[config.mk]
export PLATFORM = sky130hd
export DESIGN_NAME = td4_register_bank
export DESIGN_NICKNAME = d
export VERILOG_FILES = /design/src/rtl/td4_pkg.sv /design/src/rtl/td4_program_counter.sv /design/src/rtl/td4_register_bank.sv
export SDC_FILE = /design/constraint.sdc
export NUM_CORES = 1
export LEC_CHECK = 0
export CORE_MARGIN = 5
export CORE_UTILIZATION = 45
export CTS_BUF_LIST = sky130_fd_sc_hd__clkbuf_16
export DETAILED_ROUTE_END_ITERATION = 10
export HOLD_SLACK_MARGIN = 0.02
export PLACE_DENSITY = 0.88
export SLEW_MARGIN = 10
export SYNTH_ARGS = -nofsm -noshare
export SYNTH_HDL_FRONTEND = slang
export SYNTH_HIERARCHICAL = 1
export SYNTH_SLANG_ARGS = --single-unit
[constraint.sdc]
create_clock -name i_clk -period 3.37 [get_ports i_clk]
set_input_delay 0.337 -clock i_clk [delete_from_list [all_inputs] [get_ports i_clk]]
set_output_delay 0.337 -clock i_clk [all_outputs]
set_load 0.02 [all_outputs]
[src/rtl/td4_pkg.sv]
// Shared TD4 definitions: load-select bit positions, default widths and the
// load-select type used by both the decoder and the register bank.
package td4_pkg;

    localparam int WIDTH_DEF    = 4;
    localparam int PC_WIDTH_DEF = 4;

    localparam int LD_A   = 0;
    localparam int LD_B   = 1;
    localparam int LD_OUT = 2;
    localparam int LD_PC  = 3;

    typedef logic [3:0] load_sel_t;

endpackage

[src/rtl/td4_program_counter.sv]
// TD4 program counter: a jump load wins over increment; increment wraps
// modulo 2**PC_WIDTH.
module td4_program_counter #(
    parameter int PC_WIDTH = 4
) (
    input  logic                clk,
    input  logic                rst,
    input  logic                en,
    input  logic                load,
    input  logic [PC_WIDTH-1:0] load_value,
    output logic [PC_WIDTH-1:0] pc
);

    always_ff @(posedge clk) begin
        if (rst) begin
            pc <= '0;
        end else if (en) begin
            if (load) begin
                pc <= load_value;
            end else begin
                pc <= pc + PC_WIDTH'(1);
            end
        end
    end

endmodule

[src/rtl/td4_register_bank.sv]
// TD4 architectural state: A, B, OUT, PC and the carry flag, loaded from the
// ripple adder. The optional zero flag is built when ZERO_FLAG_EN is defined.
module td4_register_bank
    import td4_pkg::*;
#(
    parameter int WIDTH    = WIDTH_DEF,
    parameter int PC_WIDTH = PC_WIDTH_DEF
) (
    input  logic                i_clk,
    input  logic                i_rst,
    input  logic                i_en,
    input  logic [WIDTH-1:0]    i_sum,
    input  logic                i_carry,
    input  logic [3:0]          i_load,
    output logic [WIDTH-1:0]    o_reg_a,
    output logic [WIDTH-1:0]    o_reg_b,
    output logic [WIDTH-1:0]    o_out,
    output logic [PC_WIDTH-1:0] o_pc,
`ifdef ZERO_FLAG_EN
    output logic                o_zero_flag,
`endif
    output logic                o_carry_flag
);

    load_sel_t             load_sel;
    logic [PC_WIDTH-1:0]   pc_load_value;

    assign load_sel = i_load;

    // Jump target: the sum is zero-extended or truncated to the PC width.
    generate
        if (PC_WIDTH > WIDTH) begin : g_pc_ext
            assign pc_load_value = {{(PC_WIDTH-WIDTH){1'b0}}, i_sum};
        end else begin : g_pc_trunc
            assign pc_load_value = i_sum[PC_WIDTH-1:0];
        end
    endgenerate

    td4_program_counter #(
        .PC_WIDTH (PC_WIDTH)
    ) u_pc (
        .clk        (i_clk),
        .rst        (i_rst),
        .en         (i_en),
        .load       (load_sel[LD_PC]),
        .load_value (pc_load_value),
        .pc         (o_pc)
    );

    always_ff @(posedge i_clk) begin
        if (i_rst) begin
            o_reg_a      <= '0;
            o_reg_b      <= '0;
            o_out        <= '0;
            o_carry_flag <= 1'b0;
        end else if (i_en) begin
            if (load_sel[LD_A])   o_reg_a <= i_sum;
            if (load_sel[LD_B])   o_reg_b <= i_sum;
            if (load_sel[LD_OUT]) o_out   <= i_sum;
            // Carry tracks every enabled step, including NOPs.
            o_carry_flag <= i_carry;
        end
    end

`ifdef ZERO_FLAG_EN
    always_ff @(posedge i_clk) begin
        if (i_rst) begin
            o_zero_flag <= 1'b0;
        end else if (i_en) begin
            o_zero_flag <= (i_sum == '0);
        end
    end
`endif

endmodule

==> qor.yml <==
placement:
  dpl-instance-area_um2: 1020
  placement.io_buffers: 28
  dp.final_hpwl_um: 1200
  globalplace.congestion: 0.768
hold_path:
  hold_path.startpoint: "o_reg_a[2]$_SDFFE_PP0P_"
  hold_path_class: "reg -> reg"
pwr:
  irDropWorstVdd_mv: 0.362
  pwr_density_cell_nw_per_um2: 485
  leakage_nw: 0.448
synthesis:
  postSynthCellCount: 74
  synth_fp_nets: 87
  synthDistinctLibCells: 19
  avgSynthCellArea_um2: 10.2
  netlist_area_pre_place_um2: 758
  yosysSeqAreaShare: 0.449
  ys.warnings.count: 6
  yosys_register_bits: 17
critical_path:
  nature_of_the_critical_path_endpoint: "primary output"
  timing.critical_path.from: "u_pc/pc[0]$_SDFFE_PP0P_"
  path_cells: "clkdlybuf4s50_1"
  timing.critical_path.slowest_cell_delay_ns: 0.64
  critPathBufInv: 1
  slowest_stage_cell_crit_path: "sky130_fd_sc_hd__clkdlybuf4s50_1"
  critical_path_arrival_ns: 1.30
  path_class: "reg -> out"
  critPathMaxFanout: 5
  worst_ep_required_time_ns: 3.03
  timing.rr.start: "u_pc/pc[0]$_SDFFE_PP0P_"
  startpoint_type: "flop"
  critPathTopFamily: "buffers and inverters"
final_layout:
  layout-area-overhead-vs-synth_pct: 44.9
  antenna_cells_inserted: 0
  mostFrequentLayoutCells: "28 x sky130_fd_sc_hd__clkdlybuf4s50_1, 17 x sky130_fd_sc_hd__dfxtp_1, 16 x sky130_fd_sc_hd__nand2b_1, 14 x sky130_fd_sc_hd__mux2i_1, 4 x sky130_fd_sc_hd__nor2_1"
  layout_commonest_cell: "sky130_fd_sc_hd__clkdlybuf4s50_1"
  final_net_count: 116
  finalInstanceArea_um2: 1100
  final_layout_size_suffix_gt1_frac: 0.0490
  post-route-util: 0.705
clock_tree:
  clock_sinks: 17
  clkLatencyLatePin_ns: 0.24
  root_buffer: "sky130_fd_sc_hd__clkbuf_16"
  cts_resized: 0
  cts_setup_buffers: 0
  cts_tree: "built"
  cts_inserted_buffers: 3
  cts.reportedPaths.clkPinSlew_ns: 0.05
  max-clock-path-buffers: 2
  htree_num_levels: 1
  cts_hold_bufs: 0
global_routing:
  pin_count_of_the_biggest_net_entering_global_routing: 22
  grt_first_pass_wirelength_um: 2860
  grt.overflow.total: 0
  grt_antenna_before_repair: 0
  grt_usage: 0.143
  first_global_vias: 654
drt:
  detail_route.wl_per_cell_um: 14.4
  drc: 0
  number_of_search_and_repair_iterations_in_the_first_detailed_routing_pass: 3
  postRouteAntennaNets: 0
  dr.first_iter.drc_count: 6
  vias_per_cell: 5.27
  postRouteWirelength_um: 1710
  route.vias.total: 622
timing:
  worst_clock_skew_ns: 0.000957
  max_freq_ghz: 0.613
  final-max-slew-violation-count: 0
  timing.setup.tns_ns: 0
  setup_viol: 0
  final_min_period_over_clock_period: 0.484
  timing.max_slew.rel_slack: 0.632
  post-route-min-period_ns: 1.63
  tightest_slew_ns: 0.550
  unrepaired_setup_endpoints_after_global_routing: "no"
  timing.final.hold_violations: 0
floorplan:
  die_h_um: 51.1
  core_um2: 1560
  floorplan.rows: 14
  io-pin-count: 29
  die_footprint_um2: 2610
  start_util: 0.486
  overall_die_width_um: 51.1
run:
  max_cap_viol_count: 0
run_status:
  outcome: "finished clean"
power breakdown:
group	leakage (nW)	switching [W]	total [W]	internal, W
logic	0.267	0.0000393	0.0000848	0.0000456
registers	0.140	0.00000819	0.000221	0.000213
clock network	0.0423	0.0000697	0.000227	0.000157
total	0.448	0.000117	0.000533	0.000415
registers in the layout (all words and copies together), names as in the netlist:
signal        flops
o_reg_a           4
u_pc/pc           4
o_out             4
o_carry_flag      1
o_reg_b           4
cells in the mapped netlist, drive strengths merged:
cell type,number,share of area
dfxtp,17,0.45
nand2b,16,0.13
mux2i,14,0.18
nor2,4,0.020
buf,3,0.045
nand2,3,0.015
a211oi,2,0.020
a21oi,2,0.013
a31oi,2,0.016
and2,2,0.021
o21ai,2,0.013
clkbuf,1,0.0066
ha,1,0.016
nand3,1,0.0066
nand3b,1,0.0099
nor2b,1,0.0083
nor3b,1,0.0099
or4b,1,0.013
path summary, 6_finish.rpt:
kind                                  end  slack (ns)  cells after the start
setup / recovery                  o_pc[0]        1.74                      1
hold / removal    o_reg_a[2]$_SDFFE_PP0P_        0.47                      2
setup reg to reg  u_pc/pc[3]$_SDFFE_PP0P_        2.14                      3
hold reg to reg   o_reg_a[2]$_SDFFE_PP0P_        0.47                      2
area by class of cell:
| type | instances | area [um2] |
|---|---|---|
| Fill cell | 138 | 460 |
| Multi-Input combinational cell | 53 | 379 |
| Sequential cell | 17 | 340 |
| Timing Repair Buffer | 28 | 280 |
| Clock buffer | 3 | 75.1 |
| Tap cell | 16 | 20.0 |
| Clock inverter | 1 | 3.75 |
through the flow:
stage	instances	total power (W)	setup WS, ns	hold slack, ns
2_1_floorplan	74	0.000270	2.12	0.406
3_3_place_gp	114	0.000307	1.65	0.458
3_5_place_dp	114	0.000309	1.58	0.467
4_1_cts	118	0.000538	1.74	0.477
5_1_grt	118	0.000552	1.70	0.500
6_report	118	0.000533	1.74	0.474
cell families (layout without fill, tap and decap cells):
| group | after synthesis | count (layout) | synth area share |
|---|---|---|---|
| AOI/OAI and AO/OA | 8 | 8 | 0.0627 |
| DFF | 17 | 17 | 0.449 |
| buffers and inverters | 4 | 32 | 0.0511 |
| adders and majority gates | 1 | 1 | 0.0165 |
| and+or+nand+nor | 30 | 30 | 0.236 |
| muxes | 14 | 14 | 0.185 |
metal layers:
metal,track usage,vias up,part of all wire
met5,0,-,0
met4,0.0269,0,0
met3,0.0407,0,0.068
met2,0.249,20,0.48
met1,0.175,293,0.45
li1,-,309,-
Power figures use the tool's default switching activity.
